$ cat config.mk
export PLATFORM = sky130hd
export DESIGN_NAME = axis_upsizer_8_n
export DESIGN_NICKNAME = d
export VERILOG_FILES = /design/src/rtl/eth_axis_pkg.sv /design/src/rtl/axis_sync_fifo.sv /design/src/rtl/axis_upsizer_8_n.sv
export SDC_FILE = /design/constraint.sdc
export NUM_CORES = 1
export LEC_CHECK = 0
export CAP_MARGIN = 20
export CORE_UTILIZATION = 30
export DETAILED_ROUTE_END_ITERATION = 10
export GPL_TIMING_DRIVEN = 0
export HOLD_SLACK_MARGIN = 0.08
export PLACE_DENSITY = 0.55
export SETUP_SLACK_MARGIN = 0.2
export SYNTH_ARGS = -nofsm -noshare
export SYNTH_HDL_FRONTEND = slang
export SYNTH_SLANG_ARGS = --single-unit
$ cat constraint.sdc
create_clock -name aclk -period 7 [get_ports aclk]
set_input_delay 2.1 -clock aclk [delete_from_list [all_inputs] [get_ports aclk]]
set_output_delay 2.1 -clock aclk [all_outputs]
set_load 0.01 [all_outputs]
$ cat src/rtl/eth_axis_pkg.sv
// Shared types and helpers for the Ethernet AXI-Stream width converters.
package eth_axis_pkg;

    localparam int MAX_BYTES = 16;

    typedef enum logic {
        FILL  = 1'b0,
        FLUSH = 1'b1
    } upsizer_state_t;

    // Width of a lane counter; a one-lane counter still needs one bit.
    function automatic int lane_width(input int bytes);
        return (bytes > 1) ? $clog2(bytes) : 1;
    endfunction

    // Lane-valid mask for a word holding k bytes; callers take the low `bytes` bits.
    function automatic logic [MAX_BYTES-1:0] keep_mask(input int k, input int bytes,
                                                       input bit big_endian);
        logic [MAX_BYTES-1:0] m;
        m = '0;
        for (int i = 0; i < MAX_BYTES; i++) begin
            if (big_endian)
                m[i] = (i < bytes) && (i >= bytes - k);
            else
                m[i] = (i < k);
        end
        return m;
    endfunction

endpackage

$ cat src/rtl/axis_sync_fifo.sv
// First-word fall-through synchronous FIFO; output reads as zero while empty.
module axis_sync_fifo #(
    parameter int WIDTH = 8,
    parameter int DEPTH = 8,
    localparam int AW = $clog2(DEPTH),
    localparam int CW = AW + 1
) (
    input  logic             clk_i,
    input  logic             rst_i,
    input  logic             wr_en_i,
    input  logic [WIDTH-1:0] wr_data_i,
    input  logic             rd_en_i,
    output logic [WIDTH-1:0] rd_data_o,
    output logic             full_o,
    output logic             empty_o,
    output logic [CW-1:0]    count_o
);
    logic [WIDTH-1:0] mem_q [DEPTH];
    logic [AW-1:0]    wr_ptr_q;
    logic [AW-1:0]    rd_ptr_q;
    logic [CW-1:0]    count_q;
    logic             do_wr;
    logic             do_rd;

    assign empty_o   = (count_q == '0);
    assign full_o    = (count_q == CW'(DEPTH));
    assign count_o   = count_q;
    assign do_rd     = rd_en_i && !empty_o;
    // A pop in the same cycle frees the slot, so a full FIFO may still take a write.
    assign do_wr     = wr_en_i && (!full_o || do_rd);
    assign rd_data_o = empty_o ? '0 : mem_q[rd_ptr_q];

    always_ff @(posedge clk_i) begin
        if (do_wr)
            mem_q[wr_ptr_q] <= wr_data_i;
    end

    always_ff @(posedge clk_i or posedge rst_i) begin
        if (rst_i) begin
            wr_ptr_q <= '0;
            rd_ptr_q <= '0;
            count_q  <= '0;
        end else begin
            if (do_wr)
                wr_ptr_q <= wr_ptr_q + AW'(1);
            if (do_rd)
                rd_ptr_q <= rd_ptr_q + AW'(1);
            count_q <= count_q + CW'(do_wr) - CW'(do_rd);
        end
    end

endmodule

$ cat src/rtl/axis_upsizer_8_n.sv
// Packs an 8-bit AXI-Stream into BYTES-wide words with tkeep on the final partial word,
// buffering completed words in a FWFT FIFO.
module axis_upsizer_8_n
    import eth_axis_pkg::*;
#(
    parameter int BYTES      = 4,
    parameter int FIFO_DEPTH = 8,
    parameter int BIG_ENDIAN = 1,
    localparam int DATA_W    = 8 * BYTES
) (
    input  logic              aclk,
    input  logic              areset,
    input  logic [7:0]        s_axis_tdata,
    input  logic              s_axis_tvalid,
    input  logic              s_axis_tlast,
    output logic              s_axis_tready,
    output logic [DATA_W-1:0] m_axis_tdata,
    output logic [BYTES-1:0]  m_axis_tkeep,
    output logic              m_axis_tvalid,
    output logic              m_axis_tlast,
    input  logic              m_axis_tready,
    output logic [15:0]       frame_count
);
    localparam int LANE_W = lane_width(BYTES);
    localparam int CNT_W  = $clog2(FIFO_DEPTH) + 1;
    localparam int WORD_W = DATA_W + BYTES + 1;

    upsizer_state_t       state_q, state_d;
    logic [LANE_W-1:0]    lane_q, lane_d, lane_idx;
    logic [DATA_W-1:0]    acc_q, acc_d, word_fill;
    logic [BYTES-1:0]     keep_q, keep_d, fill_keep;
    logic                 last_q, last_d;
    logic                 tready_q, tready_d;
    logic [15:0]          frame_q, frame_d;
    logic [MAX_BYTES-1:0] fill_mask;
    logic                 accept, complete, can_push, push, pop;
    logic [WORD_W-1:0]    push_word, pop_word;
    logic                 fifo_full, fifo_empty;
    logic [CNT_W-1:0]     fifo_count, count_next;

    assign s_axis_tready = tready_q;
    assign frame_count   = frame_q;
    assign accept        = s_axis_tvalid && tready_q;
    assign complete      = accept && ((lane_q == LANE_W'(BYTES - 1)) || s_axis_tlast);
    assign lane_idx      = (BIG_ENDIAN != 0) ? (LANE_W'(BYTES - 1) - lane_q) : lane_q;
    assign fill_mask     = keep_mask(int'(lane_q) + 1, BYTES, BIG_ENDIAN != 0);
    assign fill_keep     = fill_mask[BYTES-1:0];

    generate
        if (BYTES < MAX_BYTES) begin : g_keep_spare
            logic keep_unused;
            assign keep_unused = ^fill_mask[MAX_BYTES-1:BYTES];
        end
        for (genvar gi = 0; gi < BYTES; gi++) begin : g_lane
            assign word_fill[8*gi +: 8] = (lane_idx == LANE_W'(gi)) ? s_axis_tdata
                                                                     : acc_q[8*gi +: 8];
        end
    endgenerate

    assign pop      = !fifo_empty && m_axis_tready;
    assign can_push = !fifo_full || pop;

    always_comb begin
        state_d   = state_q;
        lane_d    = lane_q;
        acc_d     = acc_q;
        keep_d    = keep_q;
        last_d    = last_q;
        push      = 1'b0;
        push_word = {last_q, keep_q, acc_q};
        unique case (state_q)
            FILL: begin
                if (complete) begin
                    lane_d = '0;
                    if (can_push) begin
                        push      = 1'b1;
                        push_word = {s_axis_tlast, fill_keep, word_fill};
                        acc_d     = '0;
                    end else begin
                        // Hold the finished word and retry next cycle instead of dropping it.
                        acc_d   = word_fill;
                        keep_d  = fill_keep;
                        last_d  = s_axis_tlast;
                        state_d = FLUSH;
                    end
                end else if (accept) begin
                    acc_d  = word_fill;
                    lane_d = lane_q + LANE_W'(1);
                end
            end
            FLUSH: begin
                if (can_push) begin
                    push    = 1'b1;
                    acc_d   = '0;
                    keep_d  = '0;
                    last_d  = 1'b0;
                    state_d = FILL;
                end
            end
            default: state_d = FILL;
        endcase
    end

    // Ready looks at next-cycle occupancy so a word never completes into a full FIFO.
    assign count_next = fifo_count + CNT_W'(push) - CNT_W'(pop);
    assign tready_d   = (count_next != CNT_W'(FIFO_DEPTH)) && (state_d == FILL);
    assign frame_d    = frame_q + 16'(pop && m_axis_tlast);

    always_ff @(posedge aclk or posedge areset) begin
        if (areset) begin
            state_q  <= FILL;
            lane_q   <= '0;
            acc_q    <= '0;
            keep_q   <= '0;
            last_q   <= 1'b0;
            tready_q <= 1'b0;
            frame_q  <= '0;
        end else begin
            state_q  <= state_d;
            lane_q   <= lane_d;
            acc_q    <= acc_d;
            keep_q   <= keep_d;
            last_q   <= last_d;
            tready_q <= tready_d;
            frame_q  <= frame_d;
        end
    end

    axis_sync_fifo #(
        .WIDTH (WORD_W),
        .DEPTH (FIFO_DEPTH)
    ) u_fifo (
        .clk_i     (aclk),
        .rst_i     (areset),
        .wr_en_i   (push),
        .wr_data_i (push_word),
        .rd_en_i   (m_axis_tready),
        .rd_data_o (pop_word),
        .full_o    (fifo_full),
        .empty_o   (fifo_empty),
        .count_o   (fifo_count)
    );

    assign {m_axis_tlast, m_axis_tkeep, m_axis_tdata} = pop_word;
    assign m_axis_tvalid = !fifo_empty;

endmodule

After elaboration in Yosys (flattened, before gate mapping)

Memories as Yosys holds them, arrays and structs flattened.
Cells that the tools add are included.
W data, S select, Z words.

Logic and storage cells: 85
Bits of input ports: 13
Memories: 1
Bits in registers: 67
RAM bits: 296

Magnitude comparators: 4
Mux-type cells: 31
Reduce and logical (&&, ||, !) cells: 16
Add/subtract/negate cells: 11
Eq/ne operators: 10
Bitwise logic cells: 2

Memory list:

| name         | words | width | rd ports | clocked after Yosys merged registers in | write ports | line                 | source |
|---|---|---|---|---|---|---|---|
| u_fifo.mem_q | 8     | 37    | 1        | 0                                       | 1           | axis_sync_fifo.sv:18 | `logic [WIDTH-1:0] mem_q [DEPTH];` |

Operators with widths:

| kind                  | count |
|---|---|
| $mux W37              | 4 |
| $mux W32              | 4 |
| $ge A3 B32 Y1 const A | 2 |
| $pmux W32 S2          | 1 |
| $ge A1 B32 Y1 const A | 1 |
| $ge A2 B32 Y1 const A | 1 |
| $mux W8               | 4 |
| $add A16 B1 Y16       | 1 |
| $mux W4               | 3 |
| $mux W1               | 9 |
| $add A4 B1 Y4         | 2 |
| $pmux W4 S2           | 1 |
| $sub A4 B1 Y4         | 2 |
| $add A3 B1 Y3 const B | 2 |
| $eq A2 B2 Y1 const B  | 3 |
| $logic_and A1 B1 Y1   | 6 |
| $pmux W1 S2           | 3 |
| $eq A4 B4 Y1 const B  | 1 |
| $logic_not A4 Y1      | 1 |
| $mux W2               | 2 |
| $ne A2 B2 Y1 const B  | 2 |
| $ne A4 B4 Y1 const B  | 1 |
| $reduce_and A2 Y1     | 2 |
| $sub A3 B3 Y4 const A | 1 |
| other kinds (12)      | 15 |

Depth between registers and ports, before layout

Gate-level depths: netlist of the first run.

Depth in word-level cells: 11
Mapped depth: 14
Gate-level depth less buffers: 13

Modules after synthesis

Synthesis of the first run repeated with hierarchy kept, for this count alone.

Cells, all modules: 800
Area, all modules: 14787.9 µm²

By module, submodules not included:

| module           | area an instance (µm²) | cells an instance | times used |
|---|---|---|---|
| axis_sync_fifo   | 11673.7                | 491               | 1 |
| axis_upsizer_8_n | 3114.2                 | 309               | 1 |

Worst setup path after synthesis of the first run

Ideal clock, no wire load.

Path kind: input port to flip-flop
Start: input port m_axis_tready
End: memory u_fifo.mem_q[4][0] (netlist bit), enable pin
Setup slack: -0.184 ns
Path buffers: 2
Setup time: 0.538 ns
Arrival: 6.647 ns
Data required time: 6.462 ns
Stages: 6
Cell sequence: nand2b_4 -> and2_4 -> buf_6 -> or2_4 -> buf_6 -> nor4b_1

Cells in the longest elaborated chain, start to end: 8

Ends and longest elaborated chain:

| what                            | line                                           | source |
|---|---|---|
| start, declared                 | axis_upsizer_8_n.sv:21                         | `input logic m_axis_tready,` |
| $logic_and A1 B1 Y1 *           | axis_sync_fifo.sv:28, axis_upsizer_8_n.sv:60   |  |
| $logic_or A1 B1 Y1 *            | axis_sync_fifo.sv:30, axis_upsizer_8_n.sv:61   |  |
| $mux W1                         | axis_upsizer_8_n.sv:75, axis_upsizer_8_n.sv:92 |  |
| $mux W1                         | axis_upsizer_8_n.sv:73                         | `if (complete) begin` |
| $pmux W1 S2                     | axis_upsizer_8_n.sv:71                         | `unique case (state_q)` |
| $logic_and A1 B1 Y1 *           | axis_sync_fifo.sv:30                           | `assign do_wr = wr_en_i && (!full_o \|\| do_rd);` |
| $mux W1 *                       | axis_sync_fifo.sv:34                           | `if (do_wr)` |
| $mux W1 (not written as such) * | axis_sync_fifo.sv:35                           | `mem_q[wr_ptr_q] <= wr_data_i;` |
| end, declared                   | axis_sync_fifo.sv:18                           |  |

Every way passes the cells marked *; elsewhere a longest branch is shown, timed or not.

Final worst setup path of the first run

Start: register u_fifo.count_q[1], in the netlist u_fifo.count_o[1]
End: output port m_axis_tkeep[0]

Cells in the longest elaborated chain, start to end: 2

Ends and longest elaborated chain:

| what                   | line                   | source |
|---|---|---|
| start, declared        | axis_sync_fifo.sv:21   | `logic [CW-1:0] count_q;` |
| start signal, assigned | axis_sync_fifo.sv:48   | `count_q <= count_q + CW'(do_wr) - CW'(do_rd);` |
| $logic_not A4 Y1       | axis_sync_fifo.sv:25   | `assign empty_o = (count_q == '0);` |
| $mux W37               | axis_sync_fifo.sv:31   | `assign rd_data_o = empty_o ? '0 : mem_q[rd_ptr_q];` |
| end, declared          | axis_upsizer_8_n.sv:18 | `output logic [BYTES-1:0] m_axis_tkeep,` |

No other way between the ends.

==> results of run 1 <==
[final cells by class]
type,count,area [um2]
fillers,4394,30200
multi-input cells,373,3860
flip-flops and latches,363,10600
plain buffers,35,188
repair buffers,96,1060
inverters,20,85.1
clock buffers,50,1030
well taps,615,769
clock inverters,16,163
[cells by family (layout without fill, tap and decap cells)]
family          count (synthesis)  count (layout)
compound gates                 89              89
xor+xnor                       22              22
fa+ha+maj                      17              17
buf+inv                        55             217
flops                         363             363
mux                           112             112
simple gates                  133             133
[registers in the layout, summed over array words and instances, names as in the netlist]
signal	cells
u_fifo.mem_q	296
u_fifo.count_o	4
state_q	1
u_fifo.rd_ptr_q	3
s_axis_tready	1
frame_count	16
u_fifo.wr_ptr_q	3
last_q	1
acc_q	32
keep_q	4
lane_q	2
[how the worst max path moves through the flow]
stage | start | end | depth (start not counted)
after detailed placement | m_axis_tready | u_fifo.mem_q[3][26]$_DFFE_PP_ | 10
final | u_fifo.count_o[1]$_DFF_PP0_ | m_axis_tkeep[0] | 6
after global placement | m_axis_tready | u_fifo.mem_q[1][26]$_DFFE_PP_ | 9
after CTS | u_fifo.count_o[1]$_DFF_PP0_ | m_axis_tkeep[0] | 6
after global routing | u_fifo.count_o[1]$_DFF_PP0_ | m_axis_tkeep[0] | 6
after floorplan | m_axis_tready | u_fifo.mem_q[1][0]$_DFFE_PP_ | 8
[routing by layer]
| layer | track usage (%) | share of wire (%) | vias to the layer above | wire, um |
|---|---|---|---|---|
| li1 | - | - | 3380 | - |
| met1 | 20.1 | 47 | 4000 | 16000 |
| met2 | 21.0 | 46 | 203 | 15500 |
| met3 | 2.55 | 5.9 | 41 | 1990 |
| met4 | 3.09 | 1.4 | 0 | 477 |
| met5 | 0 | 0 | - | 0 |
[placed cells by master (no fill, tap or decap), types with 4 or more instances in the layout]
| master | instances |
|---|---|
| a21oi_1 | 40 |
| a22o_1 | 36 |
| and2_1 | 6 |
| buf_1 | 10 |
| buf_2 | 11 |
| buf_6 | 22 |
| buf_8 | 10 |
| clkbuf_1 | 17 |
| clkbuf_16 | 39 |
| clkdlybuf4s50_1 | 67 |
| clkinv_1 | 6 |
| clkinv_2 | 5 |
| dfrtp_1 | 67 |
| edfxtp_1 | 296 |
| ha_1 | 15 |
| inv_1 | 18 |
| mux2_2 | 32 |
| mux2i_1 | 4 |
| mux4_2 | 74 |
| nand2_1 | 77 |
| nand2_2 | 4 |
| nand3_1 | 10 |
| nor2_1 | 9 |
| o21ai_0 | 4 |
| xnor2_1 | 14 |
| xor2_1 | 8 |
[worst max-delay path: cells and delay by family, from the launching register on]
kind	cells	cell delay, ns
DFF	1	0.54
buffers and inverters	3	1.34
and+or+nand+nor	1	0.13
AOI/OAI and AO/OA	2	0.83
[stage by stage]
step | cells | power, mW | setup TNS, ns | area, um2
6_report | 1568 | 7.45 | 0 | 17700
5_1_grt | 1568 | 7.82 | 0 | 17700
4_1_cts | 1568 | 7.56 | 0 | 17700
3_5_place_dp | 1502 | 5.61 | 0 | 16500
3_3_place_gp | 1473 | 5.50 | -385.87 | 16100
2_1_floorplan | 791 | 4.48 | 0 | 14600
[report_power, final]
| part | switching, mW | internal (mW) | total (mW) | leakage [nW] |
|---|---|---|---|---|
| combinational | 1.35 | 1.23 | 2.58 | 2.00 |
| sequential | 0.134 | 2.79 | 2.92 | 3.61 |
| clock | 0.804 | 1.14 | 1.95 | 0.582 |
==> flow_summary_export.csv, run 1 <==
group,metric,value,unit
sta,hold_violations,0,
synth,seq_area_frac_synth,72.2,%
routing,vias,7624,
sta,rsz0062_at_grt,"false",
sta,fmax,183,MHz
routing,drc,0,
setup_path,worstPathMaxFanout,10,
setup_path,rrSetupSlack,3.84,ns
placed_design,port_buffers,67,
clocking,clk_pin_slew,0.06,ns
clocking,clk_path_buf_depth,3,
synth,synth_top_area_share,60.8,%
sta,hold_slack,0.470,ns
setup_path,slowest_delay,0.55,ns
finish,synthToLayoutAreaGrowth,21.1,%
grt,grt_max_degree,48,
job,cap_violations,0,
setup_path,path_class,"register to primary output",
clocking,clkLatencyLatePin,0.53,ns
grt,grt_pass1_wl,50500,um
setup_path,cp.arrival,3.35,ns
clocking,cts_tree,"built",
clocking,cts_max_level,2,
floorplanning,core,47900,um2
synth,synth_flop_cell,"edfxtp_1",
sta,slew_headroom,34.5,%
routing,wl,33900,um
floorplanning,rows,80,
power_and_ir_drop,pwr_density_cell,420,nW/um2
setup_path,end_kind,"primary output",
synth,synthMuxAreaShare,14.3,%
floorplanning,die_y,223,um
sta,worstMarginPinSlew,0.981,ns
routing,initialDrtViolationCount,688,
grt,antenna_found_initial,0,
setup_path,worstRegToRegCells,11,
synth,synth_compound_area_share,4.23,%
placed_design,pre_cts_ws,1.82,ns
power_and_ir_drop,power.leakage,6.19,nW
floorplanning,die_x,223,um
synth,syn_inst,791,
grt,grt_pass1_vias,7921,
synth,synth_seq_cells,363,
synth,synth_area,14600,um2
setup_path,cp_slowest_cell,"clkbuf_1",
synth,async_flop_share,18.5,%
hold_path,holdPathEnd,"frame_count[15]$_DFF_PP0_",
grt,grt-ovfl-total,0,
placed_design,hpwl,21900,um
floorplanning,boundaryPins,68,
clocking,cts.repair_timing.setup_buffer_count,0,
sta,setup_viol,0,
sta,skew,0.0252,ns
clocking,cts_sinks,363,
routing,ant_nets,0,
grt,gr-usage-all-layers,13.7,%
power_and_ir_drop,peakVddDrop,0.000193,V
sta,timing.final.crit_share,77.9,%
finish,n_antenna_cell,0,
floorplanning,initial_core_util,30.5,%
synth,synth_xor_area_share,1.32,%
finish,drive_above_1_share,23.7,%
synth,synth_edf_count,296,
synth,synthesis.nets,821,
finish,fin_nets,957,
sta,slew_viol_final,0,
placed_design,gp_congestion,0.776,
clocking,cts_resized,0,
synth,yosys-top-cells-area,"edfxtp_1 61%, dfrtp_1 11%, mux4_2 11%",
synth,synth_cell_types,51,
routing,post_drt_via_cell_ratio,4.86,
routing,wire_per_inst,21.6,um
clocking,cts_made_buffers,38,
synth,yosys.area_share.simple,4.52,%
routing,drt-pass1-iter-count,5,
setup_path,path_cells,"nor2_1, a21oi_1, buf_6, clkbuf_1, a22o_1, clkdlybuf4s50_1",
synth,yosys_warnings,0,
synth,yosysMostFrequentCell,"edfxtp_1",
setup_path,cp.required,4.90,ns
finish,utilization,37.0,%
clocking,cts_hold_buf,0,
synth,yosysTopAreaCell,"edfxtp_1",
synth,synth_commonest_cells,"296 x edfxtp_1, 77 x nand2_1, 74 x mux4_2",
hold_path,min_from,"frame_count[15]$_DFF_PP0_",
hold_path,hold_depth,1,
clocking,root_buffer,"clkbuf_16",
sta,final.min_clock_period,5.45,ns
hold_path,hold_path_class,"register to register",
setup_path,r2r_start,"u_fifo.count_o[2]$_DFF_PP0_",
setup_path,r2r-end,"u_fifo.mem_q[3][24]$_DFFE_PP_",
synth,synth_adder_area_share,1.56,%
setup_path,startpoint_type,"register",
sta,setup_slack,1.55,ns
status,status,"completed",
floorplanning,die_area,49700,um2
synth,synth_top_family_by_area,"multiplexers",
synth,synth.avg_cell_area,18.5,um2
No activity file was read; power rests on OpenSTA's default activity.
==> run 2: changes to the inputs <==
Settings changed: PLACE_DENSITY 0.55 to 0.57.
Clock period 7 ns to 4.85 ns, I/O delays scaled along.
==> flow_summary_export.csv, run 2 (synthesis results as in run 1) <==
group,metric,value,unit
status,status,"completed",
grt,antenna_found_initial,0,
floorplanning,core,47900,um2
hold_path,hold_path_class,"register to register",
finish,utilization,37.3,%
sta,slew_headroom,36.7,%
grt,grt_max_degree,49,
routing,wl,33700,um
clocking,clk_path_buf_depth,3,
finish,finalNonFillerCells,1569,
sta,slew_viol_final,0,
grt,gr-usage-all-layers,13.8,%
clocking,cts_sinks,363,
routing,wl_met2,15500,um
sta,hold_violations,0,
routing,post_drt_via_cell_ratio,4.85,
setup_path,r2r-end,"u_fifo.mem_q[5][11]$_DFFE_PP_",
setup_path,critPathLaunch,"u_fifo.rd_ptr_q[1]$_DFFE_PP0P_",
placed_design,placed_cells,1499,
floorplanning,die_y,223,um
finish,final_common_cell,"edfxtp_1",
power_and_ir_drop,peakVddDrop,0.000294,V
floorplanning,boundaryPins,68,
routing,wl_met1,16100,um
setup_path,end_kind,"primary output",
setup_path,path_cells,"buf_2, buf_1, mux4_2, a22o_1, clkdlybuf4s50_1",
placed_design,port_buffers,67,
finish,final-seq-area,10600,um2
setup_path,cp.arrival,3.06,ns
routing,wire_per_inst,21.5,um
routing,initialDrtViolationCount,557,
routing,ant_nets,0,
placed_design,hpwl,22000,um
job,cap_violations,0,
clocking,root_buffer,"clkbuf_16",
sta,skew,0.0189,ns
setup_path,worstRegToRegCells,12,
routing,top_layer,"met4",
finish,synthToLayoutAreaGrowth,22.3,%
finish,final_cell_mix,"296 x edfxtp_1, 77 x nand2_1, 74 x mux4_2, 67 x dfrtp_1, 67 x clkdlybuf4s50_1",
clocking,clk_pin_slew,0.06,ns
floorplanning,die_area,49700,um2
setup_path,startpoint_type,"register",
sta,worstMarginPinSlew,0.950,ns
finish,multiInputGateArea,3880,um2
floorplanning,rows,80,
setup_path,worstPathMaxFanout,10,
routing,vias,7608,
placed_design,gp_congestion,0.772,
finish,fin_area,17900,um2
grt,grt_pass1_wl,51200,um
placed_design,placed_cell_area,16600,um2
finish,fin_nets,955,
setup_path,worstSetupEndpoint,"m_axis_tdata[7]",
finish,largest_reg_flops,296,
grt,grt-ovfl-total,0,
routing,drt-pass1-iter-count,4,
sta,setup_viol,0,
setup_path,r2r_start,"u_fifo.count_o[2]$_DFF_PP0_",
hold_path,hold_depth,1,
clocking,clkLatencyLatePin,0.54,ns
setup_path,slowest_delay,0.61,ns
sta,timing.final.crit_share,93.2,%
setup_path,cp.required,3.39,ns
setup_path,rrSetupSlack,1.78,ns
routing,drc,0,
clocking,cts_tree,"built",
finish,n_antenna_cell,0,
sta,setup_slack,0.331,ns
finish,regMostFlops,"u_fifo.mem_q",
sta,rsz0062_at_grt,"false",
floorplanning,die_x,223,um
floorplanning,initial_core_util,30.5,%
power_and_ir_drop,power.leakage,6.28,nW
finish,fillers,4381,
setup_path,cp_slowest_cell,"buf_1",
grt,grt_pass1_vias,8019,
sta,final.min_clock_period,4.52,ns
placed_design,pre_cts_ws,0.376,ns
power_and_ir_drop,pwr_density_cell,609,nW/um2
clocking,cts_made_buffers,39,
sta,fmax,221,MHz
setup_path,path_class,"register to primary output",
clocking,cts_max_level,2,
hold_path,min_from,"frame_count[15]$_DFF_PP0_",
finish,drive_above_1_share,25.4,%
routing,wl_met3,1530,um
run 2: changes by cell type in the layout (fill, tap and decap cells not counted), moves of 5 or more:
| cell | change |
|---|---|
| clkbuf_2 | +7 |
| buf_1 | -5 |
| buf_6 | -10 |
| clkbuf_1 | -7 |
| clkinv_2 | +5 |
| buf_16 | +7 |
run 2: critical path: cells and delay by family, from the launching register on:
family                 cells  cell delay [ns]
buffers and inverters      3             1.47
DFF                        1             0.39
muxes                      1             0.41
AOI/OAI and AO/OA          1             0.25
run 2: through the flow:
stage          hold WS, ns  TNS (ns)  power, mW
3_5_place_dp         0.460         0       8.11
6_report             0.466         0       10.9
4_1_cts              0.474         0       11.1
3_3_place_gp         0.459   -598.41       7.94
2_1_floorplan        0.456         0       6.47
5_1_grt              0.490         0       11.4
run 2: routing by layer:
metal / track usage [%] / vias to the layer above
li1: - / 3388
met1: 20.1 / 3994
met2: 21.4 / 180
met3: 2.33 / 46
met4: 3.40 / 0
met5: 0 / -
run 2: area by class of cell:
cell class                 count  share of cell area [%]
sequential                   363                    59.1
multi-input combinational    373                    21.7
timing repair buffer          93                    6.34
clock buffer                  48                    5.70
tap                          615                    4.30
clock inverter                22                    1.29
buffer                        35                    1.13
inverter                      20                   0.476
run 2: how the worst min path moves through the flow:
stage	end	slack (ns)
floorplan	keep_q[2]$_DFFE_PP0P_	0.46
finish	frame_count[15]$_DFF_PP0_	0.47
global route	frame_count[15]$_DFF_PP0_	0.49
detailed placement	frame_count[15]$_DFF_PP0_	0.46
global placement	frame_count[15]$_DFF_PP0_	0.46
CTS	frame_count[15]$_DFF_PP0_	0.47
run 2: power by group:
group / internal, mW / leakage (nW) / total (mW) / switching [mW]
combinational: 1.80 / 2.05 / 3.76 / 1.96
clock: 1.72 / 0.618 / 2.91 / 1.20
sequential: 4.02 / 3.61 / 4.22 / 0.194
total: 7.54 / 6.28 / 10.9 / 3.35
run 2: repair_timing:
item                       in CTS  in global routing
setup buffers                   0                  0
resized for setup               5                 12
setup endpoints to repair      30                 22
hold buffers                    0                  0
pin swaps                       0                  0
